==> src/rtl/flat_capture_pkg.sv <==
// Shared types for the flat-buffer snapshot/readout block.
package flat_capture_pkg;

   typedef enum logic {IDLE, STREAM} capture_state_t;

   localparam int CNT_W = 16;

endpackage

==> src/rtl/flat_buffer_capture.sv <==
// Snapshots the whole flat window on trigger, then streams it word by word over valid/ready.
// Word 0 is valid the cycle after the capture edge; a stalled consumer holds data/index steady.
module flat_buffer_capture
   import flat_capture_pkg::*;
#(
   parameter int numChannels = 16,
   parameter int bitwidth    = 8,
   parameter int depth       = 5,
   parameter int IDXW        = $clog2(numChannels*depth)
) (
   input  logic                clk,
   input  logic                rstb,
   input  logic [bitwidth-1:0] flat_in [numChannels*depth-1:0],
   input  logic                trigger,
   input  logic                clear,
   output logic [bitwidth-1:0] out_data,
   output logic [IDXW-1:0]     out_index,
   output logic                out_valid,
   input  logic                out_ready,
   output logic                out_last,
   output logic                busy,
   output logic                overrun,
   output logic [CNT_W-1:0]    capture_count
);

   localparam int TOTAL = numChannels*depth;
   localparam logic [IDXW-1:0] LAST_IDX = IDXW'(TOTAL-1);

   capture_state_t      state_q, state_d;
   logic [IDXW-1:0]     idx_q, idx_d;
   logic [bitwidth-1:0] snap_q [TOTAL-1:0];
   logic                overrun_q, overrun_d;
   logic [CNT_W-1:0]    cnt_q, cnt_d;
   logic                hs, at_last, accept;

   always_comb begin
      hs      = (state_q == STREAM) && out_ready;
      at_last = (idx_q == LAST_IDX);
      // A trigger landing on the final transfer starts the next window seamlessly.
      accept  = trigger && ((state_q == IDLE) || (hs && at_last));

      state_d = state_q;
      idx_d   = idx_q;
      if (accept) begin
         state_d = STREAM;
         idx_d   = '0;
      end else if (hs) begin
         if (at_last) begin
            state_d = IDLE;
            idx_d   = '0;
         end else begin
            idx_d = idx_q + IDXW'(1);
         end
      end

      overrun_d = overrun_q | (trigger && (state_q == STREAM) && !accept);
      cnt_d     = cnt_q;
      if (accept && (cnt_q != '1)) begin
         cnt_d = cnt_q + CNT_W'(1);
      end
      if (clear) begin
         overrun_d = 1'b0;
         cnt_d     = accept ? CNT_W'(1) : '0;
      end
   end

   always_ff @(posedge clk or negedge rstb) begin
      if (!rstb) begin
         state_q   <= IDLE;
         idx_q     <= '0;
         overrun_q <= 1'b0;
         cnt_q     <= '0;
      end else begin
         state_q   <= state_d;
         idx_q     <= idx_d;
         overrun_q <= overrun_d;
         cnt_q     <= cnt_d;
      end
   end

   always_ff @(posedge clk or negedge rstb) begin
      if (!rstb) begin
         for (int i = 0; i < TOTAL; i++) begin
            snap_q[i] <= '0;
         end
      end else if (accept) begin
         snap_q <= flat_in;
      end
   end

   assign out_valid     = (state_q == STREAM);
   assign busy          = (state_q == STREAM);
   assign out_last      = (state_q == STREAM) && at_last;
   assign out_index     = idx_q;
   assign out_data      = snap_q[idx_q];
   assign overrun       = overrun_q;
   assign capture_count = cnt_q;

endmodule

==> config.mk <==
export PLATFORM = sky130hd
export DESIGN_NAME = flat_buffer_capture
export DESIGN_NICKNAME = d
export VERILOG_FILES = /design/src/rtl/flat_capture_pkg.sv /design/src/rtl/flat_buffer_capture.sv
export SDC_FILE = /design/constraint.sdc
export NUM_CORES = 2
export LEC_CHECK = 0
export BUFFER_PORTS_ARGS = -buffer_cell sky130_fd_sc_hd__buf_4
export CAP_MARGIN = 20
export CORE_MARGIN = 2
export CORE_UTILIZATION = 40
export CTS_BUF_LIST = sky130_fd_sc_hd__clkbuf_4 sky130_fd_sc_hd__clkbuf_8
export DETAILED_ROUTE_END_ITERATION = 7
export PLACE_DENSITY = 0.61
export SLEW_MARGIN = 30
export SYNTH_ARGS = -nofsm -noshare
export SYNTH_HDL_FRONTEND = slang
export SYNTH_SLANG_ARGS = --single-unit
==> constraint.sdc <==
create_clock -name clk -period 5.1 [get_ports clk]
set_input_delay 0.51 -clock clk [delete_from_list [all_inputs] [get_ports clk]]
set_output_delay 0.51 -clock clk [all_outputs]
set_load 0.02 [all_outputs]
Yosys cells after proc, flatten, opt, wreduce, memory -nomap -nowiden
Cells that the tools add are included.

Output and inout port bits: 35. Register bits after elaboration: 665. Input port bits: 645. Logic and storage cells: 116.

Reduce and logical (&&, ||, !) cells: 13. Equality and inequality tests: 2. Bitwise logic cells: 2. Add/subtract/negate cells: 2. Order comparisons: 1. Muxes and demuxes: 12.

Operators with widths (count): binary-select mux 8 bit (select 7 bit) (1); 2-to-1 mux 16 bit (2); 2-to-1 mux 7 bit (3); adder 16 x 1 -> 16 bit (second input constant) (1); != test 16 bit (second input constant) (1); less-than comparator 7 x 8 -> 1 bit (second input constant) (1); 2-to-1 mux 8 bit (1); adder 7 x 1 -> 7 bit (second input constant) (1); == test 7 bit (second input constant) (1); logical AND 1 bit (7); nonzero test 2 bit (3); 2-to-1 mux 1 bit (5); AND reduction 2 bit (1); logical NOT 1 bit (1); logical OR 1 bit (1); inverter 1 bit (1); OR 1 bit (1).

Depth between registers and ports, before layout
Depth after elaboration: 8. Depth in mapped cells: 10. Gate-level depth less buffers: 6.

Worst setup path after synthesis
Ideal clock, no wire load.

Kind: flip-flop to output port. Start: reg idx_q[0] (netlist: out_index[0]). End: out out_data[2]. Data arrival time: 2.432 ns. Path buffers: 3. Cell stages (with the launch flop): 8. Setup slack: 2.158 ns. Path through: dfrtp_1 -> buf_4 -> buf_4 -> buf_2 -> mux4_2 -> mux4_2 -> nand2_1 -> o211ai_1.

Longest elaborated chain between the ends: 2.

Ends and longest elaborated chain: from (decl) (RTL line flat_buffer_capture.sv:30) `logic [IDXW-1:0] idx_q, idx_d;`; from (signal assigned) (RTL line flat_buffer_capture.sv:75) `idx_q <= idx_d;`; binary-select mux 8 bit (select 7 bit) (RTL line flat_buffer_capture.sv:95) `assign out_data = snap_q[idx_q];`; 2-to-1 mux 8 bit (implied by the code) (RTL line flat_buffer_capture.sv:95); to (decl) (RTL line flat_buffer_capture.sv:16) `output logic [bitwidth-1:0] out_data,`.

Every way passes these cells. The select of a mux whose other input is x is not followed.

Final worst setup path
Start: reg idx_q[1] (netlist: out_index[1]). End: out out_data[6].

Same word-level chain as after synthesis.

==> metrics.txt <==
outcome completed; final worst-path cycle share 88.7%; die width 280 µm; VDD IR-drop max 0.278 mV; max-slew violations 0; number of global-route vias before repair 25362; R2R setup slack 1420 ps; Slowest-stage cell, CP dfrtp_4; GRT Resource Usage Total 27.2%; Seq/Total Area, Yosys 54.7%; IO Pins 680; Final Wtd Congestion 0.866; RSZ-0062 raised after global routing false; 1st-pass router iterations 7; CTS sink cnt 665; setup ws final 577 ps; first-pass GRT wire length 158000 µm; crit end category output port; Fmax achieved 0.221 GHz; most frequent cells in the layout buf_4, dfrtp_1, dlygate4sd3_1, mux2_2, clkbuf_8; FF+latch area 0.0167 mm²; CP top delay family compound AO/OA/AOI/OAI gates; PwrDens 472 mW/mm²; Longest Clk Path Bufs 3; Root Buffer clkbuf_8; Final nets 3899; TNS Setup 0 ps; cts bufs inserted 113; crit path buf inv count 3; HP Class primary input to register; Leak 20.1 nW; synthesized flop and latch total 665; drc violations 0; total power 21.3 mW; Routed Antenna Nets 0; Vias/cell 5.22; Ys Warns 0; worst skew pair latency 710 ps; Synth Cell Area 0.0304 mm²; crit-path max cell delay 780 ps; kind of critical path register to output port; synthesized area per cell 15.7 µm²; post-cts sizing count 0; clock-pin slew of the registers on the worst-case setup and hold paths 70 ps; Most Frequent Cell on Critical Path buf_12; post-DP HPWL 76600 µm; endpoints failing hold 0; IO Port Bufs 679; total grt overflow 0; slew margin rel. 40.4%; Tmin final 4520 ps; core area 0.0756 mm²; dpl ws 1160 ps; final WL 107000 µm; startpoint type of the worst setup path register; DRT iter0 DRCs 1206; largest fanout on the critical path 37; Layout area overhead 48.3%; deepest level of the CTS H-tree 3; vias 22699; Die H 280 µm; clk_skew 28.4 ps; pin count of the biggest net entering global routing 148; Die Area 0.0783 mm²; Post-Syn Nets 2588; leading cell type in the layout, fill and taps excluded buf_4; CP arrival 4010 ps; WP data required 4590 ps; Layout fillers 5834; worst-path cell chain buf_12 -> buf_12 -> mux4_2 -> a22o_1 -> a211oi_1 -> o31ai_1 -> o21bai_1 -> buf_4; antenna violations before repair 27; final design utilization 59.7%; endpoints failing setup 0; worst slew pin tran 893 ps; CTS tree built; WL/cell 24.6 µm; Yosys cell types 56; Post-synth EDFFs 0; Async S/R FF share, synth 100%; area of the multi-input gates 0.0128 mm²; maxcap violations 0; share of layout cells above drive strength 1 47.2%; row cnt 101; Initial Util 40.3%; cell count after synthesis 1941; Synth Flop Type dfrtp_1
## area by class of cell
type                       instances  share of cell area [%]
antenna                           24                   0.133
clock buffer                     189                    5.32
clock inverter                    17                   0.352
inverter                          10                  0.0832
multi-input combinational       1132                    28.5
sequential                       665                    36.9
tap                              978                    2.71
timing repair buffer            1330                    26.0
## logic make-up (layout without fill, tap and decap cells)
logic type	after synthesis	after routing	synth area share, %
mux	858	858	36.4
flops	665	665	54.7
buf+inv	144	1546	3.16
simple gates	140	140	2.36
compound gates	124	124	3.04
xor+xnor	8	8	0.230
fa+ha+maj	2	2	0.0822
other cells	0	24	0
## cell usage after synthesis (3+ instances only)
library cell	number	share of area, %
buf_6	25	0.93
dfrtp_1	665	55
nand4_1	11	0.23
a221oi_1	4	0.12
o22ai_1	12	0.25
nand3b_1	3	0.074
clkbuf_1	23	0.28
xnor2_1	6	0.17
nand3_1	17	0.28
o221ai_1	24	0.69
mux4_2	134	9.9
a22oi_1	3	0.074
o21ai_0	11	0.18
nor4_1	3	0.062
nor2_1	32	0.39
nor2b_1	7	0.14
and2_1	6	0.12
mux2i_1	70	2.3
inv_1	10	0.12
a211oi_1	8	0.20
buf_2	34	0.56
o31ai_1	6	0.15
nor3_1	8	0.13
mux2_2	498	18
or4_1	5	0.12
buf_4	51	1.3
a21oi_1	19	0.31
a22o_1	11	0.32
or3_1	6	0.12
nand2_1	32	0.39
mux2_1	156	5.8
a211o_1	8	0.23
## registers in the layout, indices dropped and copies added (netlist names)
register / cells
busy: 1
overrun: 1
out_index: 7
capture_count: 16
snap_q: 640
## final timing paths
kind,start,end,cells after the start
worst max register to register,out_index[0],snap_q[590],7
max in group asynchronous,rstb,snap_q[590],3
worst max-delay path,out_index[1],out_data[6],8
worst min-delay path,flat_in[183],snap_q[183],2
worst min register to register,snap_q[64],snap_q[64],1
min in group asynchronous,rstb,snap_q[451],2
## timing repair
| item | CTS | global route |
|---|---|---|
| hold endpoints to repair | 705 | 0 |
| hold buffers | 609 | 0 |
| endpoints found under the setup margin | 0 | 0 |
| setup buffers | 0 | 0 |
## report_power, final
part | switching (mW) | internal, mW
Clock | 2.23 | 3.06
Combinational | 3.46 | 4.00
Sequential | 1.27 | 7.29
## metal layers
metal | part of all wire [%] | wire (µm) | GRT usage, %
met5 | 0.047 | 50 | 0
met4 | 3.4 | 3590 | 9.83
met3 | 4.7 | 5030 | 4.60
met2 | 52 | 55100 | 48.0
met1 | 40 | 43100 | 33.5
## through the flow
stage / hold WS (ps) / cells / instance area, µm²
floorplan: 214 / 1941 / 30400
global placement: 463 / 3504 / 36300
detailed placement: 469 / 3504 / 36300
CTS: 0.0468 / 4319 / 45000
global route: 14.6 / 4343 / 45100
finish: 54.8 / 4345 / 45100
(Power assumes the default switching activity.)
